$ cat src/rtl/ext_obi_demux_pkg.sv
// Shared types and constants for the external OBI region demultiplexer.
//   ERR_RDATA        read data returned for unmapped accesses
//   tgt_idx_t        target index; value NUM_REGIONS encodes the error target
//   addr_map_rule_t  {idx, start_addr, end_addr} rule, end_addr exclusive
//   DEFAULT_RULES    consecutive 2 MiB regions from EXT_SLAVE_START_ADDRESS
package ext_obi_demux_pkg;

  localparam int unsigned MAX_REGIONS = 8;

  localparam logic [31:0] EXT_SLAVE_START_ADDRESS = 32'hF000_0000;
  localparam logic [31:0] EXT_REGION_SIZE         = 32'h0020_0000;
  localparam logic [31:0] ERR_RDATA               = 32'hBADC_AB1E;

  // Sized for the largest supported region count so that one type serves
  // every instance; the top uses value NUM_REGIONS as the error target.
  localparam int unsigned TGT_W = $clog2(MAX_REGIONS + 1);
  typedef logic [TGT_W-1:0] tgt_idx_t;

  typedef struct packed {
    logic [31:0] idx;
    logic [31:0] start_addr;
    logic [31:0] end_addr;
  } addr_map_rule_t;

  typedef addr_map_rule_t [MAX_REGIONS-1:0] rule_array_t;

  function automatic rule_array_t default_rules();
    rule_array_t r;
    for (int unsigned i = 0; i < MAX_REGIONS; i++) begin
      r[i].idx        = i;
      r[i].start_addr = EXT_SLAVE_START_ADDRESS + i * EXT_REGION_SIZE;
      r[i].end_addr   = r[i].start_addr + EXT_REGION_SIZE;
    end
    return r;
  endfunction

  localparam rule_array_t DEFAULT_RULES = default_rules();

endpackage

$ cat src/rtl/ext_obi_tgt_fifo.sv
// Outstanding-target FIFO for the OBI region demux.
//   clk_i, rst_i      clock, asynchronous active-high reset (empties FIFO)
//   push_i, data_i    write one target index
//   pop_i             drop the head entry
//   full_o, empty_o   occupancy flags
//   head_o            oldest entry (valid when !empty_o)
//   last_o            most recently pushed entry (valid when !empty_o)
// Push and pop in the same cycle are allowed even when full.
module ext_obi_tgt_fifo
  import ext_obi_demux_pkg::*;
#(
  parameter int unsigned DEPTH = 4
) (
  input  logic     clk_i,
  input  logic     rst_i,
  input  logic     push_i,
  input  tgt_idx_t data_i,
  input  logic     pop_i,
  output logic     full_o,
  output logic     empty_o,
  output tgt_idx_t head_o,
  output tgt_idx_t last_o
);

  localparam int unsigned PW = $clog2(DEPTH);
  localparam logic [PW:0] PTR_ONE = {{PW{1'b0}}, 1'b1};

  tgt_idx_t    mem_q [DEPTH];
  logic [PW:0] wr_q, rd_q;
  tgt_idx_t    last_q;

  // Pointers carry one extra wrap bit to tell full from empty.
  assign empty_o = (wr_q == rd_q);
  assign full_o  = (wr_q[PW] != rd_q[PW]) && (wr_q[PW-1:0] == rd_q[PW-1:0]);
  assign head_o  = mem_q[rd_q[PW-1:0]];
  assign last_o  = last_q;

  always_ff @(posedge clk_i or posedge rst_i) begin
    if (rst_i) begin
      wr_q   <= '0;
      rd_q   <= '0;
      last_q <= '0;
      for (int unsigned i = 0; i < DEPTH; i++) begin
        mem_q[i] <= '0;
      end
    end else begin
      if (push_i) begin
        mem_q[wr_q[PW-1:0]] <= data_i;
        wr_q                <= wr_q + PTR_ONE;
        last_q              <= data_i;
      end
      if (pop_i) begin
        rd_q <= rd_q + PTR_ONE;
      end
    end
  end

endmodule

$ cat src/rtl/ext_obi_region_demux.sv
// OBI request demultiplexer: one master port to NUM_REGIONS slave ports.
//   m_*      master request (req/we/addr/wdata/be), grant and response
//   s_req_o  one-hot per-slave request; addr/wdata/we/be broadcast to all
//   s_gnt_i, s_rvalid_i, s_rdata_i  per-slave grant and response
//   err_clr_i  synchronous clear of err_cnt_o
//   err_cnt_o  saturating count of accepted unmapped accesses
// Targets are decoded from ADDR_RULES (lowest matching rule wins); misses go
// to an internal error target answered in order with ERR_RDATA / m_err_o.
// Responses stay in order because a request whose target differs from the
// last issued one waits until the outstanding FIFO drains.
module ext_obi_region_demux
  import ext_obi_demux_pkg::*;
#(
  parameter int unsigned                     NUM_REGIONS     = 2,
  parameter addr_map_rule_t [NUM_REGIONS-1:0] ADDR_RULES     = DEFAULT_RULES[NUM_REGIONS-1:0],
  parameter int unsigned                     MAX_OUTSTANDING = 4
) (
  input  logic                      clk_i,
  input  logic                      rst_i,
  input  logic                      m_req_i,
  input  logic                      m_we_i,
  input  logic [31:0]               m_addr_i,
  input  logic [31:0]               m_wdata_i,
  input  logic [3:0]                m_be_i,
  output logic                      m_gnt_o,
  output logic                      m_rvalid_o,
  output logic [31:0]               m_rdata_o,
  output logic                      m_err_o,
  output logic [NUM_REGIONS-1:0]    s_req_o,
  output logic [31:0]               s_addr_o,
  output logic [31:0]               s_wdata_o,
  output logic                      s_we_o,
  output logic [3:0]                s_be_o,
  input  logic [NUM_REGIONS-1:0]    s_gnt_i,
  input  logic [NUM_REGIONS-1:0]    s_rvalid_i,
  input  logic [NUM_REGIONS*32-1:0] s_rdata_i,
  input  logic                      err_clr_i,
  output logic [15:0]               err_cnt_o
);

  localparam tgt_idx_t TGT_ERR = tgt_idx_t'(NUM_REGIONS);

  tgt_idx_t    dec_tgt;
  logic        dec_hit;
  logic        sel_gnt;
  tgt_idx_t    fifo_head, fifo_last;
  logic        fifo_full, fifo_empty;
  logic        head_err, head_rvalid;
  logic [31:0] head_rdata;
  logic        pop, acc, push;
  logic [15:0] err_cnt_q, err_cnt_d;
  logic [31:0] err_rdata_q;

  // Address decode: first hit in ascending rule order.
  always_comb begin
    dec_hit = 1'b0;
    dec_tgt = TGT_ERR;
    for (int unsigned i = 0; i < NUM_REGIONS; i++) begin
      if (!dec_hit && m_addr_i >= ADDR_RULES[i].start_addr
                   && m_addr_i <  ADDR_RULES[i].end_addr) begin
        dec_hit = 1'b1;
        dec_tgt = tgt_idx_t'(ADDR_RULES[i].idx);
      end
    end
  end

  always_comb begin
    sel_gnt = 1'b0;
    for (int unsigned j = 0; j < NUM_REGIONS; j++) begin
      if (dec_tgt == tgt_idx_t'(j)) sel_gnt = s_gnt_i[j];
    end
  end

  always_comb begin
    head_rvalid = 1'b0;
    head_rdata  = '0;
    for (int unsigned j = 0; j < NUM_REGIONS; j++) begin
      if (fifo_head == tgt_idx_t'(j)) begin
        head_rvalid = s_rvalid_i[j];
        head_rdata  = s_rdata_i[j*32 +: 32];
      end
    end
  end

  assign head_err = (fifo_head == TGT_ERR);

  // An error entry retires as soon as it reaches the head.
  assign pop  = !fifo_empty && (head_err || head_rvalid);
  // A pop in this cycle frees a slot, so a full FIFO may still accept.
  assign acc  = m_req_i && (!fifo_full || pop)
                        && (fifo_empty || dec_tgt == fifo_last);
  assign push = acc && (!dec_hit || sel_gnt);

  always_comb begin
    s_req_o = '0;
    for (int unsigned j = 0; j < NUM_REGIONS; j++) begin
      s_req_o[j] = acc && (dec_tgt == tgt_idx_t'(j));
    end
  end

  assign m_gnt_o   = push;
  assign s_addr_o  = m_addr_i;
  assign s_wdata_o = m_wdata_i;
  assign s_we_o    = m_we_i;
  assign s_be_o    = m_be_i;

  assign m_rvalid_o = pop;
  assign m_err_o    = !fifo_empty && head_err;
  assign m_rdata_o  = fifo_empty ? '0 : (head_err ? err_rdata_q : head_rdata);

  ext_obi_tgt_fifo #(
    .DEPTH (MAX_OUTSTANDING)
  ) u_tgt_fifo (
    .clk_i   (clk_i),
    .rst_i   (rst_i),
    .push_i  (push),
    .data_i  (dec_tgt),
    .pop_i   (pop),
    .full_o  (fifo_full),
    .empty_o (fifo_empty),
    .head_o  (fifo_head),
    .last_o  (fifo_last)
  );

  always_comb begin
    err_cnt_d = err_cnt_q;
    if (err_clr_i) begin
      err_cnt_d = '0;
    end else if (acc && !dec_hit && err_cnt_q != '1) begin
      err_cnt_d = err_cnt_q + 16'd1;
    end
  end

  always_ff @(posedge clk_i or posedge rst_i) begin
    if (rst_i) begin
      err_cnt_q   <= '0;
      err_rdata_q <= '0;
    end else begin
      err_cnt_q <= err_cnt_d;
      if (push && !dec_hit) err_rdata_q <= ERR_RDATA;
    end
  end

  assign err_cnt_o = err_cnt_q;

endmodule

$ cat config.mk
export PLATFORM = sky130hd
export DESIGN_NAME = ext_obi_region_demux
export DESIGN_NICKNAME = d
export VERILOG_FILES = /design/src/rtl/ext_obi_demux_pkg.sv /design/src/rtl/ext_obi_tgt_fifo.sv /design/src/rtl/ext_obi_region_demux.sv
export SDC_FILE = /design/constraint.sdc
export NUM_CORES = 1
export LEC_CHECK = 0
export ABC_AREA = 0
export CORE_ASPECT_RATIO = 0.8
export CORE_UTILIZATION = 29
export CTS_CLUSTER_SIZE = 10
export DETAILED_ROUTE_END_ITERATION = 7
export GPL_TIMING_DRIVEN = 1
export HOLD_SLACK_MARGIN = 0.03
export PLACE_DENSITY = 0.86
export SETUP_SLACK_MARGIN = 0.4
export SYNTH_ARGS = -nofsm -noshare
export SYNTH_HDL_FRONTEND = slang
export SYNTH_SLANG_ARGS = --single-unit
$ cat constraint.sdc
create_clock -name clk_i -period 2.64 [get_ports clk_i]
set_clock_uncertainty 0.05 [all_clocks]
set_input_delay 0.528 -clock clk_i [delete_from_list [all_inputs] [get_ports clk_i]]
set_output_delay 0.528 -clock clk_i [all_outputs]
set_load 0.005 [all_outputs]
==> results.yml, run 1 <==
setup_path:
  cp.required_ps: 2060
  r2r_end: "err_cnt_o[3]"
  timing.rr.start: "u_tgt_fifo.rd_q[0]"
  critPathLaunchType: "flop"
  crit_buf_inv: 3
  crit_path_end_kind: "output pin"
  r2r_cells: 10
  crit_family: "multiplexers"
  path_cells: "mux4_2, buf_6, o21ba_4, o31ai_4, buf_6, a21oi_4, and2_4, buf_6"
  reg2reg_slack_ps: -280
  path_class: "reg -> out"
  crit_slowest_cell: "mux4_2"
  cp_common_cell: "buf_6"
  path_max_fanout: 6
  max_stage_delay_ps: 620
  crit_arrival_ps: 2400
clocking:
  htree_num_levels: 2
  clk_pin_slew_ps: 60
  cts_tree: "yes"
  clock_sinks: 33
  numCtsBuffers: 5
  clk_latency_ps: 280
  root_buffer: "clkbuf_16"
  clock_path_buffers: 2
synthesis:
  syn_avg_cell_area_um2: 8.498
  synth_top_area_frac: 0.2699
  synth_area_leaders: "dfrtp_1 (27%), buf_4 (17%), a2bb2oi_1 (5.4%)"
  synth_area_leader_cell: "dfrtp_1"
  ys_ff_latch: 33
  yosys-top-cells-count: "buf_4 (70), nor2_1 (41), dfrtp_1 (33)"
  yosys_warnings: 0
  synthCells: 360
  syn_area_mm2: 0.003059
  synth.distinct_cells: 43
  synth_edf_count: 0
  post-synth-top-count-cell: "buf_4"
  ys_async_sr_fraction: 1.000
  syn-num-nets: 507
  synthFlopType: "dfrtp_1"
  ys_seq_area_frac: 0.2699
timing:
  final_max_slew_viol_count: 0
  rsz0062_at_grt: "yes"
  relSlewSlack: 0.5654
  setup_violations: 60
  max_clock_freq_mhz: 335.9
  period_share: 1.128
  finalSetupTns_ps: -9205
  hold_viol: 0
  worstMarginPinSlew_ps: 649.9
  layout_setup_ws_ps: -337.2
  min_period_ps: 2977
drt:
  drt_first_pass_iters: 5
  totalWireLength_um: 14350
  ant_nets: 0
  drc: 0
  via_count: 3542
  drtIter0Drc: 205
  viasPerCell: 5.424
  wl_per_cell_um: 21.98
run:
  max_cap_violations: 0
power:
  power.leakage_nw: 2.398
  vdd_drop_max_v: 0.0005257
  power_density_mw_per_mm2: 1133
run_status:
  outcome: "finished, violations left"
  violations: "negative setup slack"
finish:
  nets: 659
  drive_above_1_share: 0.4483
  diodes: 0
  stdcell_area_mm2: 0.005678
  layout.cells.non_filler: 653
  fin_util: 0.5545
  syn2layout_area_growth_pct: 85.60
hold_path:
  holdPathStages: 1
  hp-class: "reg -> reg"
  min-delay-start: "u_tgt_fifo.mem_q[12]"
  hold_end: "u_tgt_fifo.mem_q[12]"
placed_design:
  dp_cells: 586
  place.gp.congestion: 0.8700
  dpl-instance-area_mm2: 0.004397
  place_hpwl_um: 8568
  numPortBuffers: 146
  dp_slack_ps: -720.8
global_route:
  antenna_found_initial: 0
  grt_max_degree: 34
  grt_usage: 0.2168
  grt_pass1_wl_um: 17660
  grt_pass1_vias: 3151
  gr-total-overflow: 0
die:
  initial_utilization: 0.2988
  core-area_mm2: 0.01024
  dieArea_mm2: 0.01097
  die_w_um: 116.8
  die_h_um: 93.87
  rows: 33
  ios: 263
power breakdown:
part           switching, mW  internal [mW]
Sequential             0.102          0.613
Clock                  0.223          0.347
Combinational           2.28           2.87
Total                   2.61           3.83
layer usage:
layer | track usage | share of wire | vias up
li1 | - | - | 1525
met1 | 0.2533 | 0.37 | 1745
met2 | 0.3787 | 0.52 | 230
met3 | 0.04903 | 0.076 | 42
met4 | 0.09283 | 0.038 | 0
met5 | 0 | 0 | -
placed cells by master (no fill, tap or decap), types with 5 or more instances in the layout:
master | synthesis | layout
clkdlybuf4s50_1 | 0 | 101
nor2_1 | 41 | 40
buf_4 | 70 | 39
buf_6 | 3 | 37
dfrtp_1 | 33 | 31
a21oi_2 | 0 | 30
buf_2 | 1 | 16
mux2i_1 | 15 | 15
dlygate4sd2_1 | 0 | 15
a2bb2oi_2 | 0 | 14
or4_4 | 0 | 10
inv_1 | 9 | 9
nand3_1 | 8 | 8
mux2_4 | 0 | 8
clkbuf_16 | 0 | 7
nand2_1 | 12 | 6
nand4_1 | 6 | 6
ha_1 | 6 | 6
dlymetal6s2s_1 | 0 | 6
clkbuf_2 | 0 | 6
o31ai_4 | 1 | 5
a2bb2oi_1 | 19 | 5
buf_12 | 0 | 5
worst max-delay path by stage:
stage	from	to	slack (ps)	cells past startpoint
floorplan	u_tgt_fifo.rd_q[0]	s_req_o[0]	20	9
global placement	m_addr_i[25]	m_gnt_o	-680	6
detailed placement	m_addr_i[25]	s_req_o[0]	-720	7
CTS	u_tgt_fifo.rd_q[0]	m_rdata_o[25]	-330	6
global route	u_tgt_fifo.rd_q[0]	s_req_o[1]	-370	8
finish	u_tgt_fifo.rd_q[0]	s_req_o[1]	-340	8
final cells by class:
cell class              instances  area (um^2)
well taps                     140        175.2
clock buffers                   6        128.9
multi-input cells             228         2150
clock inverters                 2        10.01
fillers                       848         4562
flip-flops and latches         33        828.3
repair buffers                235         2352
inverters                       9        33.78
worst register-to-register path, delay by kind of cell, from the launching register on:
kind            cells  cell delay, ps
compound gates      3             420
buf+inv             4             530
flops               1             420
mux                 1             620
simple gates        2             790
timing repair:
action / in CTS / in global routing
setup buffers: 29 / 19
endpoints found under the hold margin: 0 / 0
pin swaps: 41 / 29
hold buffers: 0 / 0
endpoints found under the setup margin: 68 / 68
gates resized for setup: 178 / 95
cloned: 8 / 3
metrics by stage:
stage | hold slack (ps) | power [mW]
2_1_floorplan | 391.2 | 2.659
3_3_place_gp | 408.9 | 4.254
3_5_place_dp | 437.7 | 4.366
4_1_cts | 468.7 | 5.657
5_1_grt | 497.8 | 6.774
6_report | 478.9 | 6.431
flip-flops by register name (all words and copies together) (netlist names):
register	count
err_rdata_q	1
err_cnt_o	16
u_tgt_fifo.wr_q	3
u_tgt_fifo.rd_q	3
u_tgt_fifo.last_o	2
u_tgt_fifo.mem_q	8
logic make-up after synthesis:
group | after synthesis | share of synthesized area
and+or+nand+nor | 107 | 0.1787
buffers and inverters | 101 | 0.2176
AOI/OAI and AO/OA | 79 | 0.1886
DFF | 33 | 0.2699
muxes | 27 | 0.1006
xor gates and xnor gates | 7 | 0.02004
adders and majority gates | 6 | 0.02454
Power figures use the tool's default switching activity.
==> run 2: changes to the inputs <==
GPL_ROUTABILITY_DRIVEN = 0   (was unset)
PLACE_DENSITY = 0.81   (was 0.86)
==> results.yml, run 2 (synthesis gave the netlist of run 1 again) <==
hold_path:
  min-delay-start: "u_tgt_fifo.mem_q[4]"
  holdPathStages: 1
  hp-class: "reg -> reg"
  hold_end: "u_tgt_fifo.mem_q[4]"
setup_path:
  path_max_fanout: 4
  crit_buf_inv: 4
  cp.required_ps: 2060
  crit_slowest_cell: "dfrtp_2"
  r2r_cells: 9
  crit_path_end_kind: "output pin"
  path_cells: "buf_6, xor2_2, buf_4, or3_4, o31ai_4, buf_4, a21oi_4, and2_4, buf_6"
  critPathLaunchType: "flop"
  timing.rr.start: "u_tgt_fifo.rd_q[0]"
  reg2reg_slack_ps: -20
  path_class: "reg -> out"
  crit_family: "buffers and inverters"
  crit_arrival_ps: 2280
  r2r_end: "err_cnt_o[9]"
  cp.depth: 9
  max_stage_delay_ps: 440
power:
  vdd_drop_max_v: 0.0005247
  total_power_mw: 6.403
  power.leakage_nw: 2.448
  power_density_mw_per_mm2: 1111
finish:
  nets: 670
  final_cell_mix: "clkdlybuf4s50_1 (98), buf_6 (47), buf_4 (42)"
  fill_cells: 867
  layout_commonest_cell: "clkdlybuf4s50_1"
  diodes: 0
  drive_above_1_share: 0.5029
  stdcell_area_mm2: 0.005763
  largest_reg_flops: 16
  fin_util: 0.5628
  layout.cells.non_filler: 663
  syn2layout_area_growth_pct: 88.38
timing:
  worstMarginPinSlew_ps: 627.0
  rsz0062_at_grt: "yes"
  relSlewSlack: 0.5782
  hold_viol: 0
  min_period_ps: 2861
  final_max_slew_viol_count: 0
  max_clock_freq_mhz: 349.6
  setup_violations: 32
  layout_setup_ws_ps: -220.5
  hold_slack_ps: 456.9
  finalSetupTns_ps: -3712
  period_share: 1.084
clocking:
  root_buffer: "clkbuf_16"
  cts_tree: "yes"
  numCtsBuffers: 5
  clk_latency_ps: 280
  clock_sinks: 33
  clk_pin_slew_ps: 50
  htree_num_levels: 2
  clock_path_buffers: 2
run_status:
  outcome: "finished, violations left"
  violations: "negative setup slack"
drt:
  wl_per_cell_um: 21.49
  ant_nets: 0
  drt_first_pass_iters: 4
  drtIter0Drc: 217
  drc: 0
  viasPerCell: 5.317
  via_count: 3525
  totalWireLength_um: 14250
die:
  die_h_um: 93.87
  core-area_mm2: 0.01024
  rows: 33
  die_w_um: 116.8
  dieArea_mm2: 0.01097
  initial_utilization: 0.2988
  ios: 263
global_route:
  antenna_found_initial: 0
  grt_max_degree: 34
  gr-total-overflow: 0
  grt_pass1_vias: 3358
  grt_pass1_wl_um: 18390
  grt_usage: 0.2252
placed_design:
  dpl-instance-area_mm2: 0.004419
  numPortBuffers: 146
  dp_cells: 589
  dp_slack_ps: -682.1
  place_hpwl_um: 8378
run:
  max_cap_violations: 0
==> run 2: how the worst max path moves through the flow <==
stage,from,endpoint
after floorplan,u_tgt_fifo.rd_q[0],s_req_o[0]
after global placement,m_addr_i[25],s_req_o[0]
after detailed placement,m_addr_i[25],s_req_o[0]
after CTS,u_tgt_fifo.rd_q[0],m_rdata_o[28]
after global routing,u_tgt_fifo.rd_q[0],m_rdata_o[2]
final,u_tgt_fifo.rd_q[0],s_req_o[1]
==> run 2: per-layer routing <==
layer,part of all wire,GRT usage,up-vias
li1,-,-,1542
met1,0.37,0.2392,1756
met2,0.50,0.3886,185
met3,0.082,0.07935,42
met4,0.050,0.1234,0
met5,0,0,-
==> run 2: final cells by class <==
class	instances	area (um^2)	area share
clock buffers	7	142.6	0.02475
flip-flops and latches	33	828.3	0.1437
well taps	140	175.2	0.03040
repair buffers	245	2355	0.4086
inverters	9	36.28	0.006296
multi-input cells	229	2226	0.3862
==> run 2: where the power goes <==
part           switching (mW)  internal [mW]  total [mW]  leakage [nW]
sequential              0.103          0.613       0.716         0.428
combinational            2.33           2.78        5.11          1.95
clock                   0.211          0.370       0.581        0.0700
total                    2.64           3.76        6.40          2.45
==> run 2: repair_timing <==
item,4_1_cts,5_1_grt
resized for setup,221,107
cloned,10,2
pin swaps,62,31
endpoints found under the setup margin,68,70
setup buffers,36,19
hold buffers,0,0
==> run 3: changes to the inputs <==
CORE_MARGIN = 5   (was unset)
==> results.yml, run 3 (synthesis gave the netlist of run 1 again) <==
setup_path:
  path_max_fanout: 4
  path_cells: "buf_6, mux4_2, buf_6, and2_4, buf_6, buf_6, a21oi_2, a2bb2oi_1, nor2_1, buf_2"
  cp.required_ps: 2060
  max_stage_delay_ps: 570
  crit_slowest_cell: "mux4_2"
  crit_arrival_ps: 2500
  cp_common_cell: "buf_6"
  crit_path_end_kind: "output pin"
  critPathLaunchType: "flop"
  path_class: "reg -> out"
die:
  initial_utilization: 0.2976
  rows: 33
  dieArea_mm2: 0.01272
  ios: 263
  core-area_mm2: 0.01028
  die_w_um: 124.8
  die_h_um: 101.9
run_status:
  outcome: "finished, violations left"
  violations: "negative setup slack"
clocking:
  clk_pin_slew_ps: 60
  root_buffer: "clkbuf_16"
  cts_hold_repair.buffers: 0
  numCtsBuffers: 5
  clock_path_buffers: 2
  clock_sinks: 33
  htree_num_levels: 2
  clk_latency_ps: 280
  cts_tree: "yes"
finish:
  layout_commonest_cell: "clkdlybuf4s50_1"
  nets: 657
  syn2layout_area_growth_pct: 86.87
  drive_above_1_share: 0.4795
  fin_util: 0.5560
  stdcell_area_mm2: 0.005717
  largest_reg_flops: 16
  fill_cells: 803
  final_cell_mix: "clkdlybuf4s50_1 (106), nor2_1 (39), buf_6 (37)"
  diodes: 0
power:
  vdd_drop_max_v: 0.0006327
  power_density_mw_per_mm2: 1120
  power.leakage_nw: 2.357
placed_design:
  dpl-instance-area_mm2: 0.004412
  place_hpwl_um: 8078
  numPortBuffers: 146
timing:
  period_share: 1.164
  rsz0062_at_grt: "yes"
  max_clock_freq_mhz: 325.3
  worstMarginPinSlew_ps: 728.2
  layout_setup_ws_ps: -433.9
  relSlewSlack: 0.5130
  setup_violations: 56
  hold_viol: 0
  min_period_ps: 3074
  hold_slack_ps: 489.1
  final_max_slew_viol_count: 0
global_route:
  gr-total-overflow: 0
  grtUsageMet3: 0.07106
  use_met1: 0.2083
  grt_usage: 0.1770
  busiest_layer: "met2"
  antenna_found_initial: 0
  grtUsageMet2: 0.3023
  grt_max_degree: 34
  grt_pass1_wl_um: 18340
  grt_pass1_vias: 3471
drt:
  drt_first_pass_iters: 4
  viasPerCell: 5.183
  drc: 0
  totalWireLength_um: 13150
  ant_nets: 0
  via_count: 3374
  wl_per_cell_um: 20.20
  drtIter0Drc: 203
hold_path:
  hp-class: "reg -> reg"
run:
  max_cap_violations: 0
[run 3: repair_timing]
item                                    4_1_cts  5_1_grt
endpoints found under the setup margin       68       68
buffers inserted                             40        3
resized for setup                           252       72
pin swaps                                    59       31
cloned                                        9        3
endpoints found under the hold margin         0        0
[run 3: area by class of cell]
cell class                      count  area, um^2  area share
Timing Repair Buffer              233        2265      0.3961
Multi-Input combinational cell    228        2226      0.3894
Sequential cell                    33       827.0      0.1447
Tap cell                          140       175.2     0.03064
Clock buffer                        5       125.1     0.02189
Clock inverter                      3       65.06     0.01138
Inverter                            9       33.78    0.005909
[run 3: worst max-delay path, delay by kind of cell, from the launching register on]
kind	cells	cell delay (ps)
AOI/OAI and AO/OA	2	320
buffers and inverters	5	650
DFF	1	420
muxes	1	570
and+or+nand+nor	2	250
[run 3: layer usage]
metal / routed length (um) / part of all wire
met2: 6607 / 0.50
met5: 0 / 0
met3: 1188 / 0.090
met4: 344 / 0.026
met1: 5010 / 0.38
[run 3: per-stage QoR]
step                power [mW]  std cells  worst slack [ps]  TNS (ps)
floorplan                2.659        360             21.06         0
global placement         4.273        588            -672.5    -12540
detailed placement       4.355        588            -686.0    -13810
CTS                      5.631        645            -345.3     -6993
global route             6.777        651            -502.3    -14700
finish                   6.403        651            -433.9    -10400
[run 3: final timing paths]
check                      slack (ps)                start  cells past startpoint             endpoint
setup / recovery                 -430   u_tgt_fifo.rd_q[0]                     10        m_rdata_o[18]
hold / removal                    490  u_tgt_fifo.mem_q[8]                      1  u_tgt_fifo.mem_q[8]
setup reg to reg                 -310   u_tgt_fifo.rd_q[0]                     12         err_cnt_o[2]
hold reg to reg                   490  u_tgt_fifo.mem_q[8]                      1  u_tgt_fifo.mem_q[8]
max in group asynchronous        1610                rst_i                      3   u_tgt_fifo.rd_q[1]
min in group asynchronous         600                rst_i                      3  u_tgt_fifo.mem_q[8]
[run 3: report_power, final]
part	switching [mW]	leakage, nW	internal (mW)
clock network	0.222	0.0938	0.539
logic	2.29	1.83	2.64
registers	0.0919	0.429	0.611
